## config.mk

```make
export PLATFORM = sky130hd
export DESIGN_NAME = booth_iter_counter_flat
export DESIGN_NICKNAME = d
export VERILOG_FILES = /design/src/rtl/booth_iter_counter_if.sv /design/src/rtl/booth_iter_counter.sv /design/src/flat_wrapper.sv
export SDC_FILE = /design/constraint.sdc
export NUM_CORES = 1
export LEC_CHECK = 0
export CAP_MARGIN = 20
export CORE_MARGIN = 2
export CORE_UTILIZATION = 25
export CTS_CLUSTER_DIAMETER = 30
export DETAILED_ROUTE_END_ITERATION = 6
export DONT_BUFFER_PORTS = 1
export GPL_TIMING_DRIVEN = 0
export HOLD_SLACK_MARGIN = 0.15
export PLACE_DENSITY = 0.46
export SYNTH_ARGS = -nofsm -noshare
export SYNTH_HDL_FRONTEND = slang
export SYNTH_SLANG_ARGS = --single-unit
```

## constraint.sdc

```tcl
create_clock -name clk -period 2.4 [get_ports clk]
set_clock_uncertainty 0.05 [all_clocks]
set_input_delay 0.48 -clock clk [delete_from_list [all_inputs] [get_ports clk]]
set_output_delay 0.48 -clock clk [all_outputs]
set_load 0.03 [all_outputs]
```

## src/rtl/booth_iter_counter_if.sv

```systemverilog
// Handshake bundle between the Booth control FSM (master) and the iteration counter (slave).
interface booth_iter_counter_if #(
    parameter int WIDTH = 5
);
    logic             start;
    logic             use_ext;
    logic [WIDTH-1:0] ext_val;
    logic             decr;
    logic             abort;
    logic [WIDTH-1:0] count;
    logic             busy;
    logic             last;
    logic             zero;
    logic             done;
    logic             underflow;

    modport master (
        output start, use_ext, ext_val, decr, abort,
        input  count, busy, last, zero, done, underflow
    );

    modport slave (
        input  start, use_ext, ext_val, decr, abort,
        output count, busy, last, zero, done, underflow
    );
endinterface

```

## src/rtl/booth_iter_counter.sv

```systemverilog
// Iteration counter for the Booth multiplier controller: loads a count, steps it down
// on decr, and flags last iteration, zero, completion and saturating underflow.
module booth_iter_counter #(
    parameter int WIDTH      = 5,
    parameter int ITERATIONS = 16,
    parameter int STEP       = 1
) (
    input  logic                  clk,
    input  logic                  rst_n,
    booth_iter_counter_if.slave   bus
);
    if (ITERATIONS < 1 || ITERATIONS > (2**WIDTH) - 1) begin : g_bad_iterations
        $error("booth_iter_counter: ITERATIONS out of range for WIDTH");
    end
    if (STEP < 1 || STEP > ITERATIONS) begin : g_bad_step
        $error("booth_iter_counter: STEP must be within 1..ITERATIONS");
    end
    if ($bits(bus.count) != WIDTH) begin : g_bad_if_width
        $error("booth_iter_counter: interface WIDTH does not match module WIDTH");
    end

    localparam logic [WIDTH-1:0] ITER_W = WIDTH'(ITERATIONS);
    localparam logic [WIDTH-1:0] STEP_W = WIDTH'(STEP);

    typedef enum logic [1:0] {
        S_IDLE = 2'd0,
        S_RUN  = 2'd1,
        S_DONE = 2'd2
    } state_t;

    state_t           r_state;
    logic [WIDTH-1:0] r_count;
    logic             r_underflow;

    logic [WIDTH-1:0] w_load;
    logic [WIDTH-1:0] w_diff;

    assign w_load = bus.use_ext ? bus.ext_val : ITER_W;
    assign w_diff = r_count - STEP_W;

    // State advances on the falling edge so the datapath, which works on the
    // rising edge, always sees a settled count.
    always_ff @(negedge clk or negedge rst_n) begin
        if (!rst_n) begin
            r_state     <= S_IDLE;
            r_count     <= '0;
            r_underflow <= 1'b0;
        end else if (bus.abort) begin
            r_state <= S_IDLE;
            r_count <= '0;
        end else if (bus.start) begin
            r_count     <= w_load;
            r_underflow <= 1'b0;
            r_state     <= (w_load == '0) ? S_DONE : S_RUN;
        end else begin
            case (r_state)
                S_RUN: begin
                    if (bus.decr) begin
                        if (r_count >= STEP_W) begin
                            r_count <= w_diff;
                            if (w_diff == '0) begin
                                r_state <= S_DONE;
                            end
                        end else begin
                            // Saturate rather than wrap when the step overshoots.
                            r_count     <= '0;
                            r_underflow <= 1'b1;
                            r_state     <= S_DONE;
                        end
                    end
                end
                S_DONE:  r_state <= S_IDLE;
                default: r_state <= S_IDLE;
            endcase
        end
    end

    assign bus.count     = r_count;
    assign bus.busy      = (r_state == S_RUN);
    assign bus.done      = (r_state == S_DONE);
    assign bus.zero      = (r_count == '0);
    assign bus.last      = (r_state == S_RUN) && (r_count <= STEP_W) && (r_count != '0);
    assign bus.underflow = r_underflow;
endmodule
```

## src/flat_wrapper.sv

```systemverilog
// flat-port wrapper written by rule: the top's interface ports become plain ports
module booth_iter_counter_flat 
#(
    parameter int WIDTH      = 5,
    parameter int ITERATIONS = 16,
    parameter int STEP       = 1
)
  (clk, rst_n, bus_start, bus_use_ext, bus_ext_val, bus_decr, bus_abort, bus_count, bus_busy, bus_last, bus_zero, bus_done, bus_underflow);
  booth_iter_counter_if #(.WIDTH(WIDTH)) bus_i ();
  input  logic clk;
  input  logic rst_n;
  input wire logic [$bits(bus_i.start)-1:0] bus_start;
  input wire logic [$bits(bus_i.use_ext)-1:0] bus_use_ext;
  input wire logic [$bits(bus_i.ext_val)-1:0] bus_ext_val;
  input wire logic [$bits(bus_i.decr)-1:0] bus_decr;
  input wire logic [$bits(bus_i.abort)-1:0] bus_abort;
  output wire logic [$bits(bus_i.count)-1:0] bus_count;
  output wire logic [$bits(bus_i.busy)-1:0] bus_busy;
  output wire logic [$bits(bus_i.last)-1:0] bus_last;
  output wire logic [$bits(bus_i.zero)-1:0] bus_zero;
  output wire logic [$bits(bus_i.done)-1:0] bus_done;
  output wire logic [$bits(bus_i.underflow)-1:0] bus_underflow;
  assign bus_i.start = bus_start;
  assign bus_i.use_ext = bus_use_ext;
  assign bus_i.ext_val = bus_ext_val;
  assign bus_i.decr = bus_decr;
  assign bus_i.abort = bus_abort;
  assign bus_count = bus_i.count;
  assign bus_busy = bus_i.busy;
  assign bus_last = bus_i.last;
  assign bus_zero = bus_i.zero;
  assign bus_done = bus_i.done;
  assign bus_underflow = bus_i.underflow;
  booth_iter_counter #(.WIDTH(WIDTH), .ITERATIONS(ITERATIONS), .STEP(STEP)) u_core (.clk(clk), .rst_n(rst_n), .bus(bus_i));
endmodule
```

[Yosys cells after proc, flatten, opt, wreduce, memory -nomap -nowiden]
Index checks and enable logic that the tools add are counted.
Word-level totals
  bits of input ports: 11
  output and inout port bits: 10
  register bits: 8
Operators by class
  muxes and demuxes: 17
  equality and inequality tests: 5
  reduce and logical (&&, ||, !) cells: 13
  bitwise gates (word level): 1
  magnitude comparators: 2
  add/subtract/negate cells: 1
Operators by type and width (number)
  $mux 5: 6
  $logic_not 5->1: 3
  $mux 2: 7
  $reduce_bool 3->1: 2
  $ge 5x1->1 const B: 1
  $le 5x1->1 const B: 1
  $ne 5x5->1 const B: 1
  $reduce_bool 5->1: 1
  $sub 5x1->5 const B: 1
  $mux 1: 4
  $ne 4x4->1 const B: 1
  $reduce_and 2->1: 2
  $reduce_and 4->1: 1
  $reduce_bool 2->1: 2
  $eq 2x1->1 const B: 1
  $eq 2x2->1 const B: 1
  $logic_and 1x1->1: 2
  $ne 2x2->1 const B: 1
  $not 1->1: 1

[Depth between registers and ports, before layout]
  word-level depth: 8
  mapped depth: 6
  gate-level depth less buffers: 6

==> flow_summary.toml <==
[finish]
nets = 101
drive_gt1_share_pct = 41.7
fillCellCount = 263
antenna_cells = 0
fin_util_pct = 35.9
areaGrowthSynthToFinish_pct = 34.4
final_area_um2 = 905
stdcell_count = 114

[timing]
setup_viol = 11
rsz0062_at_grt = "true"
slew_viol_final = 0
finalHoldViolCount = 0
maxSlewHeadroom_pct = 64.6
worst_pin_slew_ns = 0.531
tns_ns = -3.99
whs_ns = 0.611
setup_ws_ns = -0.962

[global_route]
grt_first_pass_wirelength_um = 3180
grt_pass1_vias = 658
grt_use_total_pct = 13.0
antenna_found_initial = 0
grt_max_degree = 11
grt_remaining_overflow = 0

[clock_tree]
cts_max_path_buffers = 2
cts_root_buf = "clkbuf_4"
cts.sinks = 8
holdBufCountCts = 0
cts_buffers = 3
clock_latency_ns = 0.26
cts_tree = "yes"
path_clk_slew_ns = 0.04
htree_levels = 1

[die]
die_y_um = 55.9
io-pin-count = 21
num_rows = 18
die-area_um2 = 3120
core-area_um2 = 2520
die_w_um = 55.9
start_util_pct = 26.7

[worst_setup_path]
worstPathArrival_ns = 2.83
crit_path_cell_trace = "nor2_1 > o21ai_4 > nor3_4"
slowest_stage = "dfrtn_1"
crit_path_end_kind = "primary output"
worstSetupStartpointType = "flip-flop"
cp_max_fo = 6
rr_worst_depth = 8
slowest_delay_ns = 0.54
required_ns = 1.87
worst-setup-path-type = "flip-flop to primary output"

[power_and_ir_drop]
sequentialPowerShare_pct = 41.3
p_leak_nw = 0.341
p_sw_share_pct = 36.2
switchingPower_uw = 152
power_density_nw_per_um2 = 464
total_power_uw = 420
power.share.combinational_pct = 34.0
power.internal_uw = 268
irDropWorstVdd_mv = 0.300
clkPwrFrac_pct = 24.7

[drt]
first_pass_iters = 4
via_per_inst = 5.26
routedWlPerCell_um = 16.0
drtIter0Drc = 17
drc_errors = 0
wirelength_um = 1830
antenna_left = 0
dr_total_vias = 600

[placement]
pre_cts_ws_ns = -0.813
placed_cell_area_um2 = 795
dp_cells = 101
hpwl_um = 1290
io_buffers = 0
gp_congestion = 0.723

[synth]
synth_warnings = 0
syn_area_per_cell_um2 = 9.48
synth_fp_nets = 86
ys_seq_elements = 8
synth_area_um2 = 673
synthCells = 71
yosysSeqAreaShare_pct = 29.7
synth_cell_types = 33

[min_path]
hold_depth = 2
min_path_type = "flip-flop to flip-flop"

[outcome]
violations = "negative setup slack"
outcome = "finished, violations left"

[run]
maxCapViolations = 0
final timing paths:
path                       slack, ns                   end                 start
max reg2reg                     0.15     u_core.r_state[1]   u_core.bus.count[1]
max in group asynchronous       1.25     u_core.r_state[1]                 rst_n
min                             0.61  u_core.bus.underflow  u_core.bus.underflow
max                            -0.96              bus_last   u_core.bus.count[1]
min in group asynchronous       0.94   u_core.bus.count[0]                 rst_n
min reg2reg                     0.61  u_core.bus.underflow  u_core.bus.underflow
flip-flops by register name, indices dropped and copies added (netlist names):
| signal | count |
|---|---|
| u_core.r_state | 2 |
| u_core.bus.underflow | 1 |
| u_core.bus.count | 5 |
worst max-delay path, delay by kind of cell, from the launching register on:
kind / cells / cell delay, ns
flip-flops: 1 / 0.54
AND/OR/NAND/NOR: 2 / 0.72
AO/OA/AOI/OAI: 1 / 0.11
final cells by class:
class	count	area [µm²]	area share (%)
plain buffers	3	35.0	3.87
clock buffers	3	22.5	2.49
inverters	4	20.0	2.21
multi-input cells	56	508	56.2
flip-flops and latches	8	200	22.1
well taps	30	37.5	4.15
repair buffers	10	81.3	8.99
power by group through the flow:
stage               Clock [mW]  Sequential, mW  Combinational [mW]
floorplan                    0           0.174               0.104
global placement             0           0.178               0.120
detailed placement           0           0.178               0.120
CTS                      0.106           0.173               0.136
global route             0.111           0.175               0.156
finish                   0.104           0.173               0.143
cells in the final DEF (no fill, tap or decap), drive strengths merged:
cell           instances
o21ai                  3
a21oi                  4
clkdlybuf4s18          1
a2111oi                1
or4                    1
ha                     4
or3                    4
nand3b                 2
and4b                  1
buf                   11
inv                    4
dfrtn                  8
o31a                   1
clkbuf                 4
nor4                   2
a22o                   1
and3                   1
nand4b                 1
a211oi                 1
a31oi                  2
nor2b                  4
nand3                  1
nand2b                 1
nor3                   3
xnor2                  2
a221oi                 4
and2                   1
nand2                  5
nor2                   6
cells in the mapped netlist:
cell type | count | share of area (%)
nand3b_1 | 2 | 2.2
and3_1 | 1 | 0.93
ha_1 | 4 | 7.4
or3_1 | 3 | 2.8
nor4_4 | 1 | 3.2
and4b_2 | 1 | 1.7
buf_6 | 1 | 1.7
a21oi_1 | 4 | 3.0
nand2b_1 | 1 | 0.93
nand4b_1 | 1 | 1.3
o21ai_0 | 2 | 1.5
inv_1 | 4 | 2.2
or4_1 | 1 | 1.1
a22o_1 | 1 | 1.3
or3_4 | 1 | 1.7
nand2_1 | 5 | 2.8
a221oi_1 | 3 | 3.9
nor4_1 | 1 | 0.93
a2111oi_4 | 1 | 4.1
buf_12 | 1 | 3.0
and2_1 | 1 | 0.93
o31a_1 | 1 | 1.3
a31oi_1 | 2 | 1.9
clkbuf_1 | 1 | 0.56
a221oi_2 | 1 | 2.2
nor3_1 | 3 | 2.2
nand3_1 | 1 | 0.74
xnor2_1 | 2 | 2.6
nor2b_1 | 4 | 3.7
nor2_1 | 6 | 3.3
o21ai_2 | 1 | 1.3
a211oi_2 | 1 | 1.9
dfrtn_1 | 8 | 30
layer usage:
metal  vias up  part of all wire [%]  track usage (%)  routed length (µm)
met2        26                    44             19.2                 799
met3         4                   8.8             4.19                 161
met5         -                     0                0                   0
met4         0                   1.3             5.10                  23
met1       279                    46             17.6                 843
li1        291                     -                -                   -
what timing repair did:
action	CTS	global route
buffers inserted	7	4
pin swaps	1	4
setup endpoints to repair	11	12
resized for setup	3	3
logic make-up after synthesis:
logic type / Yosys count / synth area share [%]
buffers and inverters: 7 / 7.43
AND/OR/NAND/NOR: 33 / 30.5
adder cells (fa/ha/maj): 4 / 7.44
XOR/XNOR: 2 / 2.60
flip-flops: 8 / 29.7
AO/OA/AOI/OAI: 17 / 22.3
Power figures use the tool's default switching activity.
